[config.mk]
export PLATFORM = sky130hd
export DESIGN_NAME = pipelined_rca_addsub
export DESIGN_NICKNAME = d
export VERILOG_FILES = /design/src/rtl/pipelined_rca_addsub.sv
export SDC_FILE = /design/constraint.sdc
export NUM_CORES = 1
export LEC_CHECK = 0
export CORE_MARGIN = 5
export CORE_UTILIZATION = 57
export CTS_BUF_LIST = sky130_fd_sc_hd__clkbuf_8
export CTS_CLUSTER_SIZE = 20
export DETAILED_ROUTE_END_ITERATION = 7
export GPL_TIMING_DRIVEN = 1
export PLACE_DENSITY = 0.82
export REMOVE_ABC_BUFFERS = 1
export SYNTH_ARGS = -nofsm -noshare
export SYNTH_HDL_FRONTEND = slang
export SYNTH_SLANG_ARGS = --single-unit
[constraint.sdc]
create_clock -name clk -period 4.2 [get_ports clk]
set_clock_uncertainty 0.15 [all_clocks]
set_input_delay 0.63 -clock clk [delete_from_list [all_inputs] [get_ports clk]]
set_output_delay 0.63 -clock clk [all_outputs]
set_load 0.02 [all_outputs]
[src/rtl/pipelined_rca_addsub.sv]
// Pipelined ripple-carry adder/subtractor: WIDTH bits split into STAGES registered
// ripple segments, with valid/ready flow control and carry/overflow reporting.
module pipelined_rca_addsub #(
    parameter int WIDTH  = 16,
    parameter int STAGES = 4
) (
    input  logic             clk,
    input  logic             rst,
    input  logic             in_valid,
    output logic             in_ready,
    input  logic [WIDTH-1:0] x,
    input  logic [WIDTH-1:0] y,
    input  logic             cin,
    input  logic             sub,
    output logic             out_valid,
    input  logic             out_ready,
    output logic [WIDTH-1:0] sum,
    output logic             cout,
    output logic             ovf
);

    localparam int SEG = WIDTH / STAGES;

    // Result packing: {carry out of segment, carry into segment MSB, segment sum}
    function automatic logic [SEG+1:0] rca_seg(
        input logic [SEG-1:0] a,
        input logic [SEG-1:0] b,
        input logic           c_in
    );
        logic [SEG:0]   c;
        logic [SEG-1:0] s;
        c[0] = c_in;
        for (int i = 0; i < SEG; i++) begin
            s[i]   = a[i] ^ b[i] ^ c[i];
            c[i+1] = (a[i] & b[i]) | (b[i] & c[i]) | (a[i] & c[i]);
        end
        return {c[SEG], c[SEG-1], s};
    endfunction

    logic [STAGES-1:0] v_r;
    logic [STAGES-1:0] c_r;
    logic [WIDTH-1:0]  a_r [STAGES];
    logic [WIDTH-1:0]  b_r [STAGES];
    logic [WIDTH-1:0]  s_r [STAGES];
    logic              ovf_r;

    logic [STAGES-1:0] v_in_s;
    logic [STAGES-1:0] c_in_s;
    logic [WIDTH-1:0]  a_in_s  [STAGES];
    logic [WIDTH-1:0]  b_in_s  [STAGES];
    logic [WIDTH-1:0]  s_in_s  [STAGES];
    logic [WIDTH-1:0]  s_nxt_s [STAGES];
    logic [SEG+1:0]    res_s   [STAGES];
    logic              stall_s;

    assign stall_s   = v_r[STAGES-1] & ~out_ready;
    assign in_ready  = ~stall_s;
    assign out_valid = v_r[STAGES-1];
    assign sum       = s_r[STAGES-1];
    assign cout      = c_r[STAGES-1];
    assign ovf       = ovf_r;

    // Stage inputs and per-segment ripple; y is inverted at entry for subtraction
    always_comb begin
        v_in_s[0] = in_valid;
        a_in_s[0] = x;
        b_in_s[0] = sub ? ~y : y;
        c_in_s[0] = sub ? 1'b1 : cin;
        s_in_s[0] = {WIDTH{1'b0}};
        for (int k = 1; k < STAGES; k++) begin
            v_in_s[k] = v_r[k-1];
            a_in_s[k] = a_r[k-1];
            b_in_s[k] = b_r[k-1];
            c_in_s[k] = c_r[k-1];
            s_in_s[k] = s_r[k-1];
        end
        for (int k = 0; k < STAGES; k++) begin
            res_s[k]   = rca_seg(a_in_s[k][k*SEG +: SEG], b_in_s[k][k*SEG +: SEG], c_in_s[k]);
            s_nxt_s[k] = s_in_s[k];
            s_nxt_s[k][k*SEG +: SEG] = res_s[k][SEG-1:0];
        end
    end

    // Pipeline registers: whole pipe holds on stall, otherwise shifts one slot
    always_ff @(posedge clk or posedge rst) begin
        if (rst) begin
            v_r   <= {STAGES{1'b0}};
            c_r   <= {STAGES{1'b0}};
            ovf_r <= 1'b0;
            for (int k = 0; k < STAGES; k++) begin
                a_r[k] <= {WIDTH{1'b0}};
                b_r[k] <= {WIDTH{1'b0}};
                s_r[k] <= {WIDTH{1'b0}};
            end
        end else if (!stall_s) begin
            for (int k = 0; k < STAGES; k++) begin
                v_r[k] <= v_in_s[k];
                c_r[k] <= res_s[k][SEG+1];
                a_r[k] <= a_in_s[k];
                b_r[k] <= b_in_s[k];
                s_r[k] <= s_nxt_s[k];
            end
            ovf_r <= res_s[STAGES-1][SEG] ^ res_s[STAGES-1][SEG+1];
        end else begin
            ovf_r <= ovf_r;
        end
    end

endmodule

==> results of run 1 <==
==> cell usage in the layout (no fill, tap or decap), types with 2 or more instances in the layout <==
master and n:
inv_1 26, clkdlybuf4s50_1 57, xnor2_1 6, clkinv_2 2, mux2i_1 4, mux2_4 14
mux2_2 68, clkbuf_8 10, xor2_1 11, a21oi_2 9, clkinvlp_4 2, buf_4 6
dfrtp_1 97, nor3b_1 10, fa_1 16
==> power groups by stage <==
stage          registers [uW]  logic [uW]  clock network (uW)
3_3_place_gp             1590        1430                   0
4_1_cts                  1590        1490                 617
3_5_place_dp             1610        1480                   0
6_report                 1580        1460                 601
5_1_grt                  1650        1620                 654
2_1_floorplan            1650         971                   0
==> kinds of logic (layout without fill, tap and decap cells) <==
kind of cell               Yosys count  after routing  share of synthesized area
adders and majority gates           16             16                     0.0747
and+or+nand+nor                     13             13                     0.0213
xor gates and xnor gates            17             17                     0.0347
muxes                               86             86                      0.237
DFF                                 97             97                      0.566
AOI/OAI and AO/OA                   10             10                     0.0195
buffers and inverters               42            106                     0.0470
==> routing by layer <==
metal / share of wire / vias up / global-route usage
li1: - / 1039 / -
met1: 0.46 / 1161 / 0.224
met2: 0.48 / 45 / 0.254
met3: 0.039 / 13 / 0.0403
met4: 0.020 / 0 / 0.0713
met5: 0 / - / 0
==> path summary, 6_finish.rpt <==
kind	to	slack (ns)	cells past startpoint
worst max-delay path	s_in_s[35]	0.97	8
worst min-delay path	v_r[3]	0.34	1
worst max register to register	ovf	1.82	9
worst min register to register	v_r[3]	0.34	1
max in group asynchronous	a_in_s[28]	2.50	3
min in group asynchronous	sum[5]	0.66	2
==> sequential cells by signal, indices dropped and copies added, names as in the netlist <==
signal,flops
b_in_s,24
s_in_s,24
c_r,4
v_r,4
ovf,1
a_in_s,24
sum,16
==> worst max-delay path, delay by kind of cell <==
kind	cells	cell delay (ns)
xor gates and xnor gates	1	0.15
buffers and inverters	2	0.72
adders and majority gates	4	1.58
muxes	1	0.26
==> per-stage QoR <==
step	setup TNS [ns]	power (uW)	hold WS, ns	utilization
floorplan	-39.45	2630	0.280	-
global placement	0	3020	0.300	0.677
detailed placement	0	3100	0.326	0.677
CTS	0	3700	0.343	0.704
global route	0	3920	0.350	0.704
finish	0	3640	0.340	0.704
==> final cells by class <==
class	count	area, um2	area share
Clock buffer	10	138	0.0268
Multi-Input combinational cell	142	1670	0.325
Sequential cell	97	2430	0.473
Timing Repair Buffer	63	616	0.120
Tap cell	99	124	0.0241
Clock inverter	6	58.8	0.0115
Inverter	27	104	0.0202
==> results.json, run 1 <==
{
  "ant_nets": 0,
  "max_freq_mhz": 309,
  "cp.required_ns": 4.30,
  "yosysWarnings": 0,
  "drc": 0,
  "clkLatencyLatePin_ns": 0.36,
  "wire_per_inst_um": 15.7,
  "arrival_ns": 3.34,
  "p_switching_uw": 1150,
  "num-fill-cells": 511,
  "min_period_ns": 3.23,
  "cts_hold_buf": 0,
  "p_int_uw": 2490,
  "seq_power_share": 0.435,
  "synth_seq_cells": 97,
  "root_buffer": "clkbuf_8",
  "startpoint": "sub",
  "fin_ws_ns": 0.966,
  "syn2layout_area_growth_pct": 19.7,
  "grtUsageTotal": 0.165,
  "setup_viol": 0,
  "yosysSeqAreaShare": 0.566,
  "post-place-ws_ns": 0.555,
  "n_antenna_cell": 0,
  "cp_common_cell": "fa_1",
  "drt_wl_total_um": 6990,
  "clkPwrFrac": 0.165,
  "postCtsSetupRepairBufs": 0,
  "num_io_pins": 58,
  "port_buffers": 57,
  "vias": 2258,
  "start_util": 0.588,
  "worstHoldStart": "v_r[2]",
  "synthTopCellsByArea": "dfrtp_1 57%, mux2_2 18%, fa_1 7.5%",
  "num-nets-final": 394,
  "grt_pass1_wl_um": 12300,
  "path_cells": "clkdlybuf4s50_1 > xnor2_1 > fa_1 > fa_1 > fa_1 > inv_1 > fa_1 > mux2_4",
  "dieArea_um2": 9360,
  "worstSetupPathType": "in -> reg",
  "yosysTopAreaCell": "dfrtp_1",
  "leakage_uw": 0.00224,
  "drt-pass1-iter-count": 4,
  "ys_async_sr_fraction": 1.00,
  "yosysMostFrequentCell": "dfrtp_1",
  "hp-class": "reg -> reg",
  "hpwl_um": 4830,
  "final_layout_size_suffix_gt1_frac": 0.333,
  "place_congestion": 0.718,
  "rows": 31,
  "cts_buffers": 9,
  "routed_via_density": 5.09,
  "grt_pass1_vias": 2509,
  "synth_area_um2": 4290,
  "cts_resized": 0,
  "final_area_um2": 5130,
  "htreeDepth": 3,
  "r2r_start": "c_r[2]",
  "ir_drop_mv": 0.376,
  "cp-start-kind": "primary input",
  "antenna_found_initial": 0,
  "clk_pin_slew_ns": 0.09,
  "cts_num_sinks": 97,
  "path_max_fanout": 4,
  "sw_frac_of_total": 0.316,
  "pwr-share-comb": 0.400,
  "cts_tree": "done",
  "synth_cells": 281,
  "netlist_top_cells_count": "97 x dfrtp_1, 68 x mux2_2, 26 x inv_1",
  "synth_flop_cell": "dfrtp_1",
  "cts_buffer_depth": 2,
  "syn_avg_cell_area_um2": 15.3,
  "slew_violations": 0,
  "hold_violations": 0,
  "stdcell_count": 444,
  "status": "finished, final reports clean",
  "cpPeakStageDelay_ns": 0.65,
  "rsz0062_at_grt": "false",
  "p_per_area_nw_per_um2": 710,
  "slew_headroom": 0.397,
  "final.period_utilization": 0.770,
  "drt_iter0_markers": 87,
  "cp_slowest_cell": "clkdlybuf4s50_1",
  "cap_violations": 0,
  "core_area_um2": 7290,
  "place_area_um2": 4940,
  "endpoint_kind": "flop",
  "netlist.area_leader.share": 0.566,
  "synth_edf_count": 0,
  "placed_cells": 428,
  "grt_start_max_net_pins": 77,
  "die_y_um": 96.7,
  "synth.distinct_cells": 19,
  "tightest_slew_ns": 0.905,
  "gr-total-overflow": 0,
  "die_x_um": 96.7
}
Note: power is estimated with default switching activity, not from simulation.
==> inputs of run 2 (changes only) <==
Settings changed: CORE_UTILIZATION 57 to 51, PLACE_DENSITY 0.82 to 0.78.
Clock period 4.2 ns to 2.6 ns, I/O delays scaled along.
==> results.json, run 2 (synthesis gave the netlist of run 1 again) <==
{
  "status": "finished, final reports clean",
  "slew_headroom": 0.566,
  "syn2layout_area_growth_pct": 22.4,
  "htreeDepth": 3,
  "clk_pin_slew_ns": 0.09,
  "cts_tree": "done",
  "final_layout_size_suffix_gt1_frac": 0.358,
  "tightest_slew_ns": 0.651,
  "antenna_found_initial": 0,
  "num-fill-cells": 615,
  "r2r_end": "ovf",
  "arrival_ns": 2.63,
  "root_buffer": "clkbuf_8",
  "path_max_fanout": 1,
  "cp.required_ns": 2.69,
  "cts_buffers": 9,
  "hold_violations": 0,
  "final_common_cell": "dfrtp_1",
  "drt-pass1-iter-count": 4,
  "cts_num_sinks": 97,
  "p_switching_uw": 1890,
  "place_congestion": 0.719,
  "layout_common_cells": "97 x dfrtp_1, 68 x mux2_2, 53 x clkdlybuf4s50_1",
  "clkPwrFrac": 0.196,
  "cts_hold_buf": 0,
  "leakage_uw": 0.00229,
  "ff2ff_setup_slack_ns": 0.13,
  "min_period_ns": 2.53,
  "seq_power_share": 0.410,
  "cts_buffer_depth": 2,
  "drc": 0,
  "cp_common_cell": "fa_2",
  "cp-start-kind": "primary input",
  "hp-class": "in -> async",
  "start_util": 0.522,
  "drt_wl_total_um": 7160,
  "grt_start_max_net_pins": 52,
  "num_io_pins": 58,
  "grt_pass1_vias": 2573,
  "wire_per_inst_um": 15.9,
  "crit_family": "adder cells",
  "cap_violations": 0,
  "rows": 33,
  "setup_viol": 0,
  "core_area_um2": 8220,
  "rsz0062_at_grt": "false",
  "final.period_utilization": 0.975,
  "port_buffers": 57,
  "setup_tns_ns": 0,
  "die_x_um": 102,
  "worstSetupPathType": "in -> reg",
  "cpPeakStageDelay_ns": 0.41,
  "pwr-share-comb": 0.394,
  "r2r_start": "c_r[2]",
  "clkLatencyLatePin_ns": 0.35,
  "postCtsSetupRepairBufs": 0,
  "vias": 2256,
  "dieArea_um2": 10300,
  "endpoint_kind": "flop",
  "finish.utilization": 0.639,
  "ir_drop_mv": 0.559,
  "grt_pass1_wl_um": 12700,
  "ff2ff_path_depth": 9,
  "path_buf_inv": 2,
  "p_per_area_nw_per_um2": 1180,
  "path_cells": "clkdlybuf4s15_1 > xnor2_2 > fa_2 > fa_2 > fa_2 > inv_2 > fa_1 > mux2_4",
  "num-nets-final": 395,
  "sw_frac_of_total": 0.304,
  "grtUsageTotal": 0.161,
  "max_freq_mhz": 395,
  "n_antenna_cell": 0,
  "drt_iter0_markers": 102,
  "hpwl_um": 4920,
  "die_y_um": 102,
  "slew_violations": 0,
  "routed_via_density": 5.00,
  "gr-total-overflow": 0,
  "p_int_uw": 4320,
  "ant_nets": 0,
  "cp_slowest_cell": "fa_2"
}
-- run 2: cell count changes in the layout (fill, tap and decap cells not counted), moves of 2 or more --
cell,change
fa_1,-3
inv_1,-3
inv_2,+2
buf_12,+2
clkdlybuf4s50_1,-4
fa_2,+3
dlygate4sd2_1,+2
clkinv_2,-2
bufinv_16,+2
clkbuf_8,+2
-- run 2: power groups by stage --
stage / combinational [uW] / clock (uW) / sequential [uW]
global route: 2700 / 1320 / 2650
detailed placement: 2470 / 0 / 2580
global placement: 2380 / 0 / 2540
finish: 2440 / 1220 / 2540
floorplan: 1570 / 0 / 2670
CTS: 2500 / 1250 / 2560
-- run 2: worst max path at each step --
stage | startpoint | end | slack, ns | depth (start not counted)
2_1_floorplan | v_r[3] | a_in_s[15] | -2.47 | 3
3_3_place_gp | sub | s_in_s[35] | -0.72 | 8
3_5_place_dp | sub | s_in_s[35] | -0.78 | 8
4_1_cts | y[0] | s_in_s[35] | 0.04 | 8
5_1_grt | c_r[2] | ovf | 0.004 | 9
6_report | y[0] | s_in_s[35] | 0.07 | 8
-- run 2: metrics by stage --
step | std cells | power, uW | setup slack, ns | hold WS [ns] | area [um2]
floorplan | 266 | 4240 | -2.47 | 0.280 | 4190
global placement | 435 | 4920 | -0.720 | 0.291 | 4980
detailed placement | 435 | 5050 | -0.778 | 0.297 | 4980
CTS | 451 | 6310 | 0.0394 | 0.263 | 5250
global route | 451 | 6670 | 0.00358 | 0.297 | 5250
finish | 451 | 6200 | 0.0656 | 0.258 | 5250
-- run 2: layout make-up --
cell class | instances | area [um2] | area share
clock buffer | 12 | 165 | 0.0315
clock inverter | 4 | 97.6 | 0.0186
inverter | 27 | 104 | 0.0198
multi-input combinational | 142 | 1680 | 0.321
sequential | 97 | 2430 | 0.462
tap | 105 | 131 | 0.0250
timing repair buffer | 64 | 641 | 0.122
-- run 2: worst reg2reg max path, stage by stage (launching register included) --
cell and delay (ns):
dfrtp_1 0.33, inv_1 0.06, fa_1 0.43, inv_1 0.10, fa_1 0.19, fa_1 0.22, inv_1 0.07, fa_1 0.40
xnor2_1 0.15, mux2_4 0.26
-- run 2: timing repair --
action	4_1_cts	5_1_grt
cloned	0	0
resized for setup	15	0
pin swaps	6	1
endpoints found under the hold margin	0	0
setup endpoints to repair	1	1
-- run 2: metal layers --
metal  up-vias  GRT usage  wire length [um]
met2        44      0.258              3580
met1      1157      0.210              3080
li1       1047          -                 -
met4         0     0.0521                93
met3         8     0.0489               404
met5         -          0                 0
